`config.mk`:
```
export PLATFORM = sky130hd
export DESIGN_NAME = writeback_queue
export DESIGN_NICKNAME = d
export VERILOG_FILES = /design/src/rtl/writeback_queue.sv
export SDC_FILE = /design/constraint.sdc
export NUM_CORES = 1
export LEC_CHECK = 0
export CORE_MARGIN = 10
export CORE_UTILIZATION = 52
export CTS_BUF_LIST = sky130_fd_sc_hd__clkbuf_4 sky130_fd_sc_hd__clkbuf_8
export DETAILED_ROUTE_END_ITERATION = 8
export PLACE_DENSITY_LB_ADDON = 0.15
export SLEW_MARGIN = 20
export SYNTH_ARGS = -nofsm -noshare
export SYNTH_HDL_FRONTEND = slang
export SYNTH_SLANG_ARGS = --single-unit
```
`constraint.sdc`:
```
create_clock -name clk -period 4.05 [get_ports clk]
set_input_delay 0.81 -clock clk [delete_from_list [all_inputs] [get_ports clk]]
set_output_delay 0.81 -clock clk [all_outputs]
set_load 0.02 [all_outputs]
```
`src/rtl/writeback_queue.sv`:
```
// Writeback stage: merges load and ALU results into an in-order FIFO, drains one
// entry per cycle into the register-file write port, and reports pending writes.
module writeback_queue #(
  parameter int DATA_WIDTH = 16,
  parameter int ADDR_WIDTH = 3,
  parameter int DEPTH      = 4
) (
  input  logic                         clk,
  input  logic                         reset,
  input  logic                         alu_valid,
  input  logic [ADDR_WIDTH-1:0]        alu_rd,
  input  logic [DATA_WIDTH-1:0]        alu_data,
  input  logic                         mem_valid,
  input  logic [ADDR_WIDTH-1:0]        mem_rd,
  input  logic [DATA_WIDTH-1:0]        mem_data,
  output logic                         in_ready,
  output logic                         write,
  output logic [ADDR_WIDTH-1:0]        write_address,
  output logic [DATA_WIDTH-1:0]        write_data,
  input  logic [ADDR_WIDTH-1:0]        query_address_1,
  input  logic [ADDR_WIDTH-1:0]        query_address_2,
  output logic                         pending_1,
  output logic                         pending_2,
  output logic [$clog2(DEPTH+1)-1:0]   count,
  output logic                         overflow
);

  localparam int CW = $clog2(DEPTH + 1);
  localparam int PW = $clog2(DEPTH);
  localparam logic [CW-1:0] DEPTH_C = CW'(DEPTH);
  localparam logic [CW-1:0] RDY_MAX = CW'(DEPTH - 2);

  logic [DATA_WIDTH-1:0] data_q [DEPTH];
  logic [ADDR_WIDTH-1:0] rd_q   [DEPTH];

  logic [CW-1:0]         count_q, count_d, base;
  logic [PW-1:0]         rd_ptr_q, rd_ptr_d, wr_ptr_q, wr_ptr_d, alu_slot, offset;
  logic                  overflow_q, overflow_d;
  logic                  write_q, write_d;
  logic [ADDR_WIDTH-1:0] waddr_q, waddr_d;
  logic [DATA_WIDTH-1:0] wdata_q, wdata_d;
  logic                  pop, mem_acc, alu_acc;

  // Capacity is judged after the same-cycle pop; the load is older, so it claims a slot first.
  always_comb begin
    pop      = (count_q != '0);
    base     = count_q - CW'(pop);
    mem_acc  = mem_valid && (base < DEPTH_C);
    alu_acc  = alu_valid && ((base + CW'(mem_acc)) < DEPTH_C);
    alu_slot = wr_ptr_q + PW'(mem_acc);
    count_d  = base + CW'(mem_acc) + CW'(alu_acc);
    wr_ptr_d = wr_ptr_q + PW'(mem_acc) + PW'(alu_acc);
    rd_ptr_d = rd_ptr_q + PW'(pop);
    overflow_d = overflow_q | (mem_valid & ~mem_acc) | (alu_valid & ~alu_acc);
    write_d  = pop;
    waddr_d  = waddr_q;
    wdata_d  = wdata_q;
    if (pop) begin
      waddr_d = rd_q[rd_ptr_q];
      wdata_d = data_q[rd_ptr_q];
    end
  end

  always_ff @(posedge clk) begin
    if (reset) begin
      count_q    <= '0;
      rd_ptr_q   <= '0;
      wr_ptr_q   <= '0;
      overflow_q <= 1'b0;
      write_q    <= 1'b0;
      waddr_q    <= '0;
      wdata_q    <= '0;
    end else begin
      count_q    <= count_d;
      rd_ptr_q   <= rd_ptr_d;
      wr_ptr_q   <= wr_ptr_d;
      overflow_q <= overflow_d;
      write_q    <= write_d;
      waddr_q    <= waddr_d;
      wdata_q    <= wdata_d;
    end
  end

  // Entry storage is not reset; occupancy alone decides which slots are live.
  always_ff @(posedge clk) begin
    if (mem_acc) begin
      data_q[wr_ptr_q] <= mem_data;
      rd_q[wr_ptr_q]   <= mem_rd;
    end
    if (alu_acc) begin
      data_q[alu_slot] <= alu_data;
      rd_q[alu_slot]   <= alu_rd;
    end
  end

  always_comb begin
    pending_1 = write_q && (waddr_q == query_address_1);
    pending_2 = write_q && (waddr_q == query_address_2);
    offset    = '0;
    for (int i = 0; i < DEPTH; i++) begin
      offset = PW'(i) - rd_ptr_q;
      if (CW'(offset) < count_q) begin
        if (rd_q[i] == query_address_1) pending_1 = 1'b1;
        if (rd_q[i] == query_address_2) pending_2 = 1'b1;
      end
    end
  end

  assign in_ready      = (count_q <= RDY_MAX);
  assign count         = count_q;
  assign overflow      = overflow_q;
  assign write         = write_q;
  assign write_address = waddr_q;
  assign write_data    = wdata_q;

endmodule

```
==> results.cfg <==
[global_routing]
grt_antenna_before_repair = 0
grtUsageMet1_pct = 20.0
grt_busiest_layer = met2
met3_usage_pct = 2.55
grt_pass1_wl_um = 19200
grt_overflow_total = 0
grtUsageTotal_pct = 16.6
grt_pass1_vias = 3601
met2_usage_pct = 28.6
grt_max_degree = 29

[final_layout]
syn_to_final_growth_pct = 19.5
n_fill_cell = 814
multiInputGateArea_um2 = 2510
final_common_cell = edfxtp_1
final_layout_size_suffix_gt1_share_pct = 28.8
seq_area_um2 = 2840
fin_util_pct = 64.0
diodes = 0
stdcell_count = 602
mostFrequentLayoutCells = edfxtp_1 (76), clkdlybuf4s50_1 (73), mux2_2 (41), nand2_1 (39), mux2_4 (35)
layout.nets = 521

[logic_synthesis]
dominantRegCellSynth = edfxtp_1
yosysSeqAreaShare_pct = 51.4
avgSynthCellArea_um2 = 14.1
async_reset_ff_share_pct = 0
synth_area_um2 = 5530
synth-edff-count = 76
yosysWarnings = 0
synth_cell_type_count = 37
ys_seq_elements = 104
synthCells = 391
synth_nets = 451

[floorplan]
die_w_um = 123
num_io_pins = 75
die_area_um2 = 15200
core_um2 = 10300
num_rows = 37
dieHeight_um = 123
initial_core_util_pct = 53.6

[sta]
final-hold-violation-count = 0
setup-violations-final = 0
grt_setup_unrepaired = no
worst_pin_slew_ns = 0.740
fin_setup_tns_ns = 0
finalCriticalPeriod_ns = 3.60
period_share_pct = 88.8
maxSlewViolCount = 0
relSlewSlack_pct = 50.6
setup_ws_ns = 0.452
timing.fmax_mhz = 278
clock_skew_ns = 0.00623

[clock_network]
cts_buffers = 9
root_buffer = clkbuf_8
clk_latency_ns = 0.36
cts.clk_slew.worst_paths_ns = 0.09
post_cts_resized = 0
cts_buffer_depth = 2
cts_setup_buffers = 0
cts_tree = yes
htree_levels = 3
cts_sinks = 104
ctsHoldBuffers = 0

[setup_path]
criticalPathCategory = reg -> reg
worst-path-max-fanout = 13
cp-end-kind = flip-flop
r2r_setup_slack_ns = 0.45
start_kind = flip-flop
critPathArrivalTime_ns = 3.72
critPathRequiredTime_ns = 4.17

[outcome]
outcome = finished clean

[power]
ir_drop_uv = 450
p_leak_nw = 2.40
p_per_area_nw_per_um2 = 777

[run]
drv_cap = 0

[place]
dp_cells = 586
post-place-ws_ns = 0.461
hpwl_um = 8520
routabilityCongestion = 0.820
numPortBuffers = 74

[drt]
viasPerCell = 5.53
wl_per_cell_um = 20.2
drc = 0
drt_wl_total_um = 12200
num_vias = 3329
antenna_left = 0
first_pass_iters = 4
initialDrtViolationCount = 145

[worst_hold_path]
hp-class = reg -> reg
==> synth_stat cells (all sizes together), types with 2 or more instances <==
cell type | count | area (µm²)
buf | 14 | 124
a21oi | 23 | 115
nor2 | 7 | 26.3
xor2 | 9 | 78.8
nand4 | 4 | 25.0
ha | 12 | 150
nor2b | 4 | 25.0
dfxtp | 28 | 561
nand2 | 40 | 158
o21bai | 3 | 22.5
clkbuf | 13 | 48.8
o2111ai | 4 | 35.0
nor3 | 6 | 40.0
nand2b | 2 | 12.5
xnor2 | 29 | 254
mux4 | 19 | 428
mux2 | 76 | 987
nand3 | 3 | 32.5
inv | 10 | 42.5
edfxtp | 76 | 2280
==> path summary, 6_finish.rpt <==
check,startpoint,endpoint,cells past startpoint
worst max-delay path,count[2],data_q[3][15],14
worst min-delay path,write_data[7],write_data[7],2
worst max register to register,count[2],data_q[3][15],14
worst min register to register,write_data[7],write_data[7],2
==> layout make-up <==
class / count / area share [%]
flip-flops and latches: 104 / 43.0
multi-input cells: 250 / 37.9
repair buffers: 86 / 12.7
well taps: 136 / 2.57
clock buffers: 11 / 2.10
clock inverters: 5 / 1.08
inverters: 10 / 0.643
==> metrics by stage <==
stage,area [µm²],total power [mW],hold WS [ns]
after CTS,6610,5.20,0.459
after detailed placement,6400,4.50,0.446
after floorplan,5530,3.67,0.530
final,6610,5.13,0.456
after global routing,6610,5.46,0.480
after global placement,6400,4.45,0.441
==> routing by layer <==
layer | vias up | share of wire (%) | wire length [µm]
met5 | - | 0 | 0
met4 | 0 | 2.4 | 288
met3 | 21 | 3.2 | 389
met2 | 70 | 50 | 6130
met1 | 1652 | 44 | 5340
li1 | 1586 | - | -
==> report_power, final <==
part / switching (mW) / internal (mW)
logic: 1.32 / 1.24
clock network: 0.339 / 0.357
registers: 0.205 / 1.67
==> state kept, by name, indices dropped and copies added (netlist names) <==
signal / count
wr_ptr_q: 2
write_data: 16
write_address: 3
overflow: 1
rd_q: 12
count: 3
rd_ptr_q: 2
data_q: 64
write: 1
==> cell families (layout without fill, tap and decap cells) <==
group / after synthesis / after routing / share of synthesized area, %
XOR/XNOR: 39 / 39 / 6.45
AND/OR/NAND/NOR: 69 / 69 / 6.18
flip-flops: 104 / 104 / 51.4
AO/OA/AOI/OAI: 35 / 35 / 3.80
buffers and inverters: 37 / 112 / 3.89
multiplexers: 95 / 95 / 25.6
adder cells (fa/ha/maj): 12 / 12 / 2.71
==> worst max-delay path: stages, from the launching register on <==
cell     delay (ns)
dfxtp_1        0.44
nor3_2         0.24
inv_1          0.08
ha_1           0.18
ha_1           0.22
xnor2_1        0.17
and2_1         0.27
ha_1           0.18
ha_1           0.15
xnor3_2        0.31
nand2_4        0.15
inv_6          0.06
nand3_2        0.23
buf_4          0.34
mux2_4         0.33
Note: power is estimated with default switching activity, not from simulation.
